$ cat config.mk
export PLATFORM = sky130hd
export DESIGN_NAME = spi_slave_rx
export DESIGN_NICKNAME = d
export VERILOG_FILES = /design/src/rtl/spi_pkg.sv /design/src/rtl/spi_slave_rx_sync_edge.sv /design/src/rtl/spi_slave_rx.sv
export SDC_FILE = /design/constraint.sdc
export NUM_CORES = 1
export LEC_CHECK = 0
export BUFFER_PORTS_ARGS = -buffer_cell sky130_fd_sc_hd__buf_4
export CAP_MARGIN = 20
export CORE_MARGIN = 8
export CORE_UTILIZATION = 25
export DETAILED_ROUTE_END_ITERATION = 10
export PLACE_DENSITY = 0.52
export SLEW_MARGIN = 0
export SYNTH_ARGS = -nofsm -noshare
export SYNTH_HDL_FRONTEND = slang
export SYNTH_SLANG_ARGS = --single-unit
$ cat constraint.sdc
create_clock -name clk -period 2.6 [get_ports clk]
set_input_delay 0.52 -clock clk [delete_from_list [all_inputs] [get_ports clk]]
set_output_delay 0.52 -clock clk [all_outputs]
set_load 0.05 [all_outputs]
$ cat src/rtl/spi_pkg.sv
// Shared constants and FSM state type for the SPI slave receiver.
package spi_pkg;

  localparam int SPI_DATA_W      = 8;
  localparam int SPI_SYNC_STAGES = 2;

  typedef enum logic {
    IDLE  = 1'b0,
    SHIFT = 1'b1
  } state_t;

endpackage

$ cat src/rtl/spi_slave_rx_sync_edge.sv
// Module sync_edge: N-stage synchroniser for one asynchronous pin, followed by
// a history flop that yields single-cycle rise/fall strobes.
module sync_edge #(
  parameter int   STAGES  = 2,
  parameter logic RST_VAL = 1'b0
) (
  input  logic clk,
  input  logic rst,
  input  logic i_async,
  output logic o_sync,
  output logic o_rise,
  output logic o_fall
);

  logic [STAGES-1:0] r_sync;
  logic              r_prev;

  // NOTE: every flop in a clocked block uses <=, so each stage samples the
  // value its neighbour held before this edge and the chain really is STAGES deep.
  always_ff @(posedge clk or posedge rst) begin
    if (rst) begin
      r_sync <= {STAGES{RST_VAL}};
      r_prev <= RST_VAL;
    end else begin
      r_sync <= {r_sync[STAGES-2:0], i_async};
      r_prev <= r_sync[STAGES-1];
    end
  end

  assign o_sync = r_sync[STAGES-1];
  assign o_rise = o_sync & ~r_prev;
  assign o_fall = ~o_sync & r_prev;

endmodule

$ cat src/rtl/spi_slave_rx.sv
// Oversampled SPI mode-0 slave receiver, MSB first, one-cycle done per word.
// Define SPI_SLAVE_RX_TX_EN to enable the MISO transmit path.
module spi_slave_rx
  import spi_pkg::*;
#(
  parameter int DATA_W      = SPI_DATA_W,
  parameter int SYNC_STAGES = SPI_SYNC_STAGES
) (
  input  logic              clk,
  input  logic              rst,
  input  logic              sck,
  input  logic              cs_n,
  input  logic              mosi,
  output logic              miso,
  input  logic [DATA_W-1:0] tx_data,
  input  logic              tx_load,
  output logic [DATA_W-1:0] data_out,
  output logic              done,
  output logic              busy,
  output logic              frame_err
);

  localparam int              CNT_W    = (DATA_W > 1) ? $clog2(DATA_W) : 1;
  localparam logic [CNT_W-1:0] LAST_BIT = CNT_W'(DATA_W - 1);

  logic w_sck_rise, w_sck_fall, w_cs_rise, w_cs_fall, w_mosi_sync;
  logic w_sck_sync, w_cs_sync, w_mosi_rise, w_mosi_fall;

  sync_edge #(.STAGES(SYNC_STAGES), .RST_VAL(1'b0)) u_sync_sck (
    .clk(clk), .rst(rst), .i_async(sck),
    .o_sync(w_sck_sync), .o_rise(w_sck_rise), .o_fall(w_sck_fall)
  );

  sync_edge #(.STAGES(SYNC_STAGES), .RST_VAL(1'b1)) u_sync_cs (
    .clk(clk), .rst(rst), .i_async(cs_n),
    .o_sync(w_cs_sync), .o_rise(w_cs_rise), .o_fall(w_cs_fall)
  );

  sync_edge #(.STAGES(SYNC_STAGES), .RST_VAL(1'b0)) u_sync_mosi (
    .clk(clk), .rst(rst), .i_async(mosi),
    .o_sync(w_mosi_sync), .o_rise(w_mosi_rise), .o_fall(w_mosi_fall)
  );

  state_t             r_state, w_state_nxt;
  logic [CNT_W-1:0]   r_bit_cnt, w_bit_cnt_inc, w_bit_cnt_post;
  logic [DATA_W-1:0]  r_shreg, r_data_out;
  logic               r_done, r_frame_err, w_busy;
  logic               w_last_bit, w_shift_en, w_word_done, w_cs_end, w_start;

  assign w_last_bit     = (r_bit_cnt == LAST_BIT);
  assign w_bit_cnt_inc  = w_last_bit ? '0 : r_bit_cnt + CNT_W'(1);
  assign w_start        = (r_state == IDLE) && w_cs_fall;
  assign w_shift_en     = (r_state == SHIFT) && w_sck_rise;
  assign w_word_done    = w_shift_en && w_last_bit;
  assign w_cs_end       = (r_state == SHIFT) && w_cs_rise;
  // A coincident sck_rise is counted before the CS_N rise is judged.
  assign w_bit_cnt_post = w_shift_en ? w_bit_cnt_inc : r_bit_cnt;

  always_ff @(posedge clk or posedge rst) begin
    if (rst) r_state <= IDLE;
    else     r_state <= w_state_nxt;
  end

  // NOTE: every output of this block is given a default first, so no path
  // through the case leaves a signal unassigned and no latch is inferred.
  always_comb begin
    w_state_nxt = r_state;
    w_busy      = 1'b0;
    case (r_state)
      IDLE: begin
        if (w_cs_fall) w_state_nxt = SHIFT;
      end
      SHIFT: begin
        w_busy = 1'b1;
        if (w_cs_rise) w_state_nxt = IDLE;
      end
      default: w_state_nxt = IDLE;
    endcase
  end

  // NOTE: the shift and data registers are ordinary flops rather than a RAM
  // array, so they take the reset too and data_out is defined from reset.
  always_ff @(posedge clk or posedge rst) begin
    if (rst) begin
      r_bit_cnt   <= '0;
      r_shreg     <= '0;
      r_data_out  <= '0;
      r_done      <= 1'b0;
      r_frame_err <= 1'b0;
    end else begin
      r_done      <= w_word_done;
      r_frame_err <= w_cs_end && (w_bit_cnt_post != '0);
      if (w_start)         r_bit_cnt <= '0;
      else if (w_shift_en) r_bit_cnt <= w_bit_cnt_inc;
      if (w_shift_en)  r_shreg    <= {r_shreg[DATA_W-2:0], w_mosi_sync};
      if (w_word_done) r_data_out <= {r_shreg[DATA_W-2:0], w_mosi_sync};
    end
  end

  assign data_out  = r_data_out;
  assign done      = r_done;
  assign busy      = w_busy;
  assign frame_err = r_frame_err;

`ifdef SPI_SLAVE_RX_TX_EN
  logic [DATA_W-1:0] r_tx_hold, r_tx_shreg;
  logic              w_tx_reload;
  logic              w_unused;

  assign w_tx_reload = w_start || w_word_done;
  assign w_unused    = ^{w_sck_sync, w_cs_sync, w_mosi_rise, w_mosi_fall};

  // The fall after a word boundary is skipped (bit_cnt==0) so the freshly
  // loaded MSB survives until the master samples it on the next rise.
  always_ff @(posedge clk or posedge rst) begin
    if (rst) begin
      r_tx_hold  <= '0;
      r_tx_shreg <= '0;
    end else if (w_tx_reload) begin
      r_tx_shreg <= tx_load ? tx_data : r_tx_hold;
      r_tx_hold  <= '0;
    end else begin
      if (tx_load) r_tx_hold <= tx_data;
      if ((r_state == SHIFT) && w_sck_fall && (r_bit_cnt != '0))
        r_tx_shreg <= {r_tx_shreg[DATA_W-2:0], 1'b0};
    end
  end

  assign miso = w_busy ? r_tx_shreg[DATA_W-1] : 1'b0;
`else
  logic w_unused;

  assign w_unused = ^{w_sck_sync, w_cs_sync, w_mosi_rise, w_mosi_fall,
                      w_sck_fall, tx_data, tx_load};
  assign miso     = 1'b0;
`endif

endmodule

==> metrics.md <==
| Metric | Value |
|---|---|
| Kind of cell with the highest combined delay on the critical path | flip-flops |
| Setup Total Neg Slack | 0 ps |
| Warning count from the yosys run | 0 |
| CP Data Required Time | approximately 2100 ps |
| Wire length reported by the detailed router | around 1800 um |
| Number of hold violations in the final report | 0 |
| Avg Vias per Cell | 4.06 |
| Proportion of synthesized area in mux cells | 0.109 |
| Port Buffer Count | 15 |
| Power Dens Cells | roughly 750 nW/um^2 |
| Run status | completed |
| Syn_area_per_cell | 12.6 um^2 |
| Area of the die | a little under 7000 um^2 |
| TritonCTS clock tree | yes |
| Cell row count | 24 |
| Pleak | approximately 0.72 nW |
| Placed wire-length estimate | about 1300 um |
| CTS hold repair buffers | 0 |
| Violation count after the first detailed-route iteration | 52 |
| Critical Path Max Stage Delay | between 400 and 500 ps |
| Initial antenna violation count | 0 |
| Routed length per instance | 11.2 um |
| Simple-gate share of the synthesized area | 0.158 |
| Sequence of cells on the critical path | buf_4 |
| Via count of the first global-routing pass | ~700 |
| Synth Area in Compound Gates | 0.0182 |
| Kind of end point of the critical path | primary output |
| Mapped Cells | 87 |
| Maximum net fanout on the critical path | 7 |
| Post-synthesis xor/xnor area fraction | 0 |
| Residual antenna-violating net count after detailed routing | 0 |
| Synthesis-stage register bit count | 29 |
| Net count reported at finish | ~120 |
| Number of search-and-repair iterations in the first detailed-routing pass | 4 |
| Register Area | 729 um^2 |
| Unrepaired setup endpoints after global routing | false |
| Share of Yosys cell area claimed by the top area cell type | 0.592 |
| Maxcap violations | 0 |
| Ranking of synthesized cells by area | dfrtp_1, mux2_4, nand2_1 |
| Clk root buf | clkbuf_8 |
| Fmax achieved | approximately 0.67 GHz |
| Fill count | roughly 450 |
| Effective utilization at floorplan | 0.256 |
| Final Critical Period | 1480 ps |
| Area of the multi-input gates | about 340 um^2 |
| Area growth from synthesis to layout | 22.4% |
| DRC violation count after routing | 0 |
| Total number of vias | 649 |
| Placed cell areas | 1260 um^2 |
| Part of the Yosys area used for sequential elements | 0.664 |
| Critical path startpoint category | flop |
| Worst min-delay path category | in -> async |
| Cell variety after synth | 17 |
| Ratio of final minimum period to clock period | 0.570 |
| Synthesized-area fraction occupied by adder cells | 0.0228 |
| Final setup vio count | 0 |
| Max-slew violation count | 0 |
| Number of clock sinks seen by CTS | 29 |
| Deepest level of the CTS H-tree | 2 |
| Worst Skew | 3.44 ps |
| Main combinational cell family by area after synthesis | simple AND/OR/NAND/NOR gates |
| Largest net degree at the start of global routing | 17 |
| Leading area contributor after synthesis | dfrtp_1 |
| Cell at the slowest stage of the critical path | dfrtp_1 |
| Cell area after layout | approximately 1300 um^2 |
| Placer's final routability congestion estimate | about 0.70 |
| Post-synth net total | 103 |
| Post-Syn Area | roughly 1100 um^2 |
| CTS clk-pin slew, worst paths | around 60 ps |
| N_diodes | 0 |
| Number of setup buffers added after CTS | 0 |
| Global route total overflow | 0 |
| CTS Buffer Depth | 2 |
| Number of placed I/O pins | 26 |
| Wire length of the first global-routing pass | roughly 3100 um |
| Horizontal die dimension | slightly above 80 um |
| Number of buffer and inverter instances along the worst setup path | 1 |
| Clock latency on the worst-skew pair | between 200 and 300 ps |
| Peak supply drop | roughly 0.00030 V |
| Number of buffers created by CTS | 5 |
| Data arrival at the endpoint of the critical path | about 960 ps |
| Overall Global Routing Usage | 0.0613 |
| Number of instances resized during post-cts repair | 0 |
| Share of cells above drive strength 1 | 0.315 |
| Floorplan die height | between 80 and 90 um |
| Area inside the core boundary | between 4000 and 5000 um^2 |
| Kind of critical path | reg -> out |
==> final cells by class <==
class / count / share of cell area
multi-input cells: 53 / 0.255
flip-flops and latches: 29 / 0.542
well taps: 52 / 0.0484
repair buffers: 16 / 0.0893
inverters: 2 / 0.00558
clock buffers: 8 / 0.0595
==> report_power, final <==
part / switching (W) / internal, W
logic: 0.0000708 / 0.0000464
clock network: 0.000149 / 0.000189
registers: 0.0000405 / 0.000507
==> cells in the final DEF (no fill, tap or decap), drive strengths merged <==
cell,netlist,final
clkbuf,1,8
ha,2,2
nand3b,1,1
a21oi,3,3
nor2,2,2
dfrtp,26,26
nor4,3,3
o21ai,1,1
buf,2,16
mux2,8,8
inv,2,2
nor3b,1,1
and3b,1,1
nand2,30,30
dfstp,3,3
conb,1,1
==> Yosys cell counts <==
master,instances
a21oi_1,3
and3b_4,1
buf_4,2
clkbuf_1,1
conb_1,1
dfrtp_1,26
dfstp_2,3
ha_1,2
inv_1,2
mux2_4,8
nand2_1,29
nand2_4,1
nand3b_1,1
nor2_1,2
nor3b_1,1
nor4_1,3
o21ai_0,1
==> final timing paths <==
kind / start / endpoint / slack (ps) / cells after the start
setup / recovery: r_state / busy / 1120 / 1
hold / removal: rst / u_sync_sck.r_sync[1] / 270 / 2
setup reg to reg: r_bit_cnt[0] / data_out[0] / 1150 / 4
hold reg to reg: u_sync_sck.r_sync[0] / u_sync_sck.r_sync[1] / 350 / 0
max in group asynchronous: rst / data_out[7] / 1730 / 3
min in group clk: u_sync_sck.r_sync[0] / u_sync_sck.r_sync[1] / 350 / 0
==> registers in the layout, indices dropped and copies added, names as in the netlist <==
| signal | flops |
|---|---|
| u_sync_sck.r_sync | 2 |
| r_bit_cnt | 3 |
| u_sync_cs.r_prev | 1 |
| frame_err | 1 |
| r_state | 1 |
| data_out | 8 |
| u_sync_cs.r_sync | 2 |
| done | 1 |
| u_sync_sck.r_prev | 1 |
| u_sync_mosi.r_sync | 2 |
| r_shreg | 7 |
==> metal layers <==
| metal | global-route usage | share of wire | vias to the layer above |
|---|---|---|---|
| met4 | 0.0316 | 0.017 | 0 |
| met1 | 0.0717 | 0.48 | 306 |
| met5 | 0 | 0 | - |
| li1 | - | - | 319 |
| met2 | 0.0908 | 0.43 | 19 |
| met3 | 0.0303 | 0.081 | 5 |
==> per-stage QoR <==
step / setup slack, ps / hold WS [ps] / power (W) / util / cells
after floorplan: 1080 / 331 / 0.000639 / - / 87
after global placement: 1190 / 336 / 0.000666 / 0.295 / 152
after detailed placement: 1160 / 335 / 0.000676 / 0.295 / 152
after CTS: 1100 / 291 / 0.00102 / 0.313 / 160
after global routing: 996 / 332 / 0.00107 / 0.313 / 160
final: 1120 / 275 / 0.00100 / 0.313 / 160
==> cells by family (layout without fill, tap and decap cells) <==
group           count (synthesis)  in the layout
flops                          29             29
simple gates                   38             38
compound gates                  4              4
other cells                     1              1
fa+ha+maj                       2              2
mux                             8              8
buf+inv                         5             26
No activity file was read; power rests on OpenSTA's default activity.
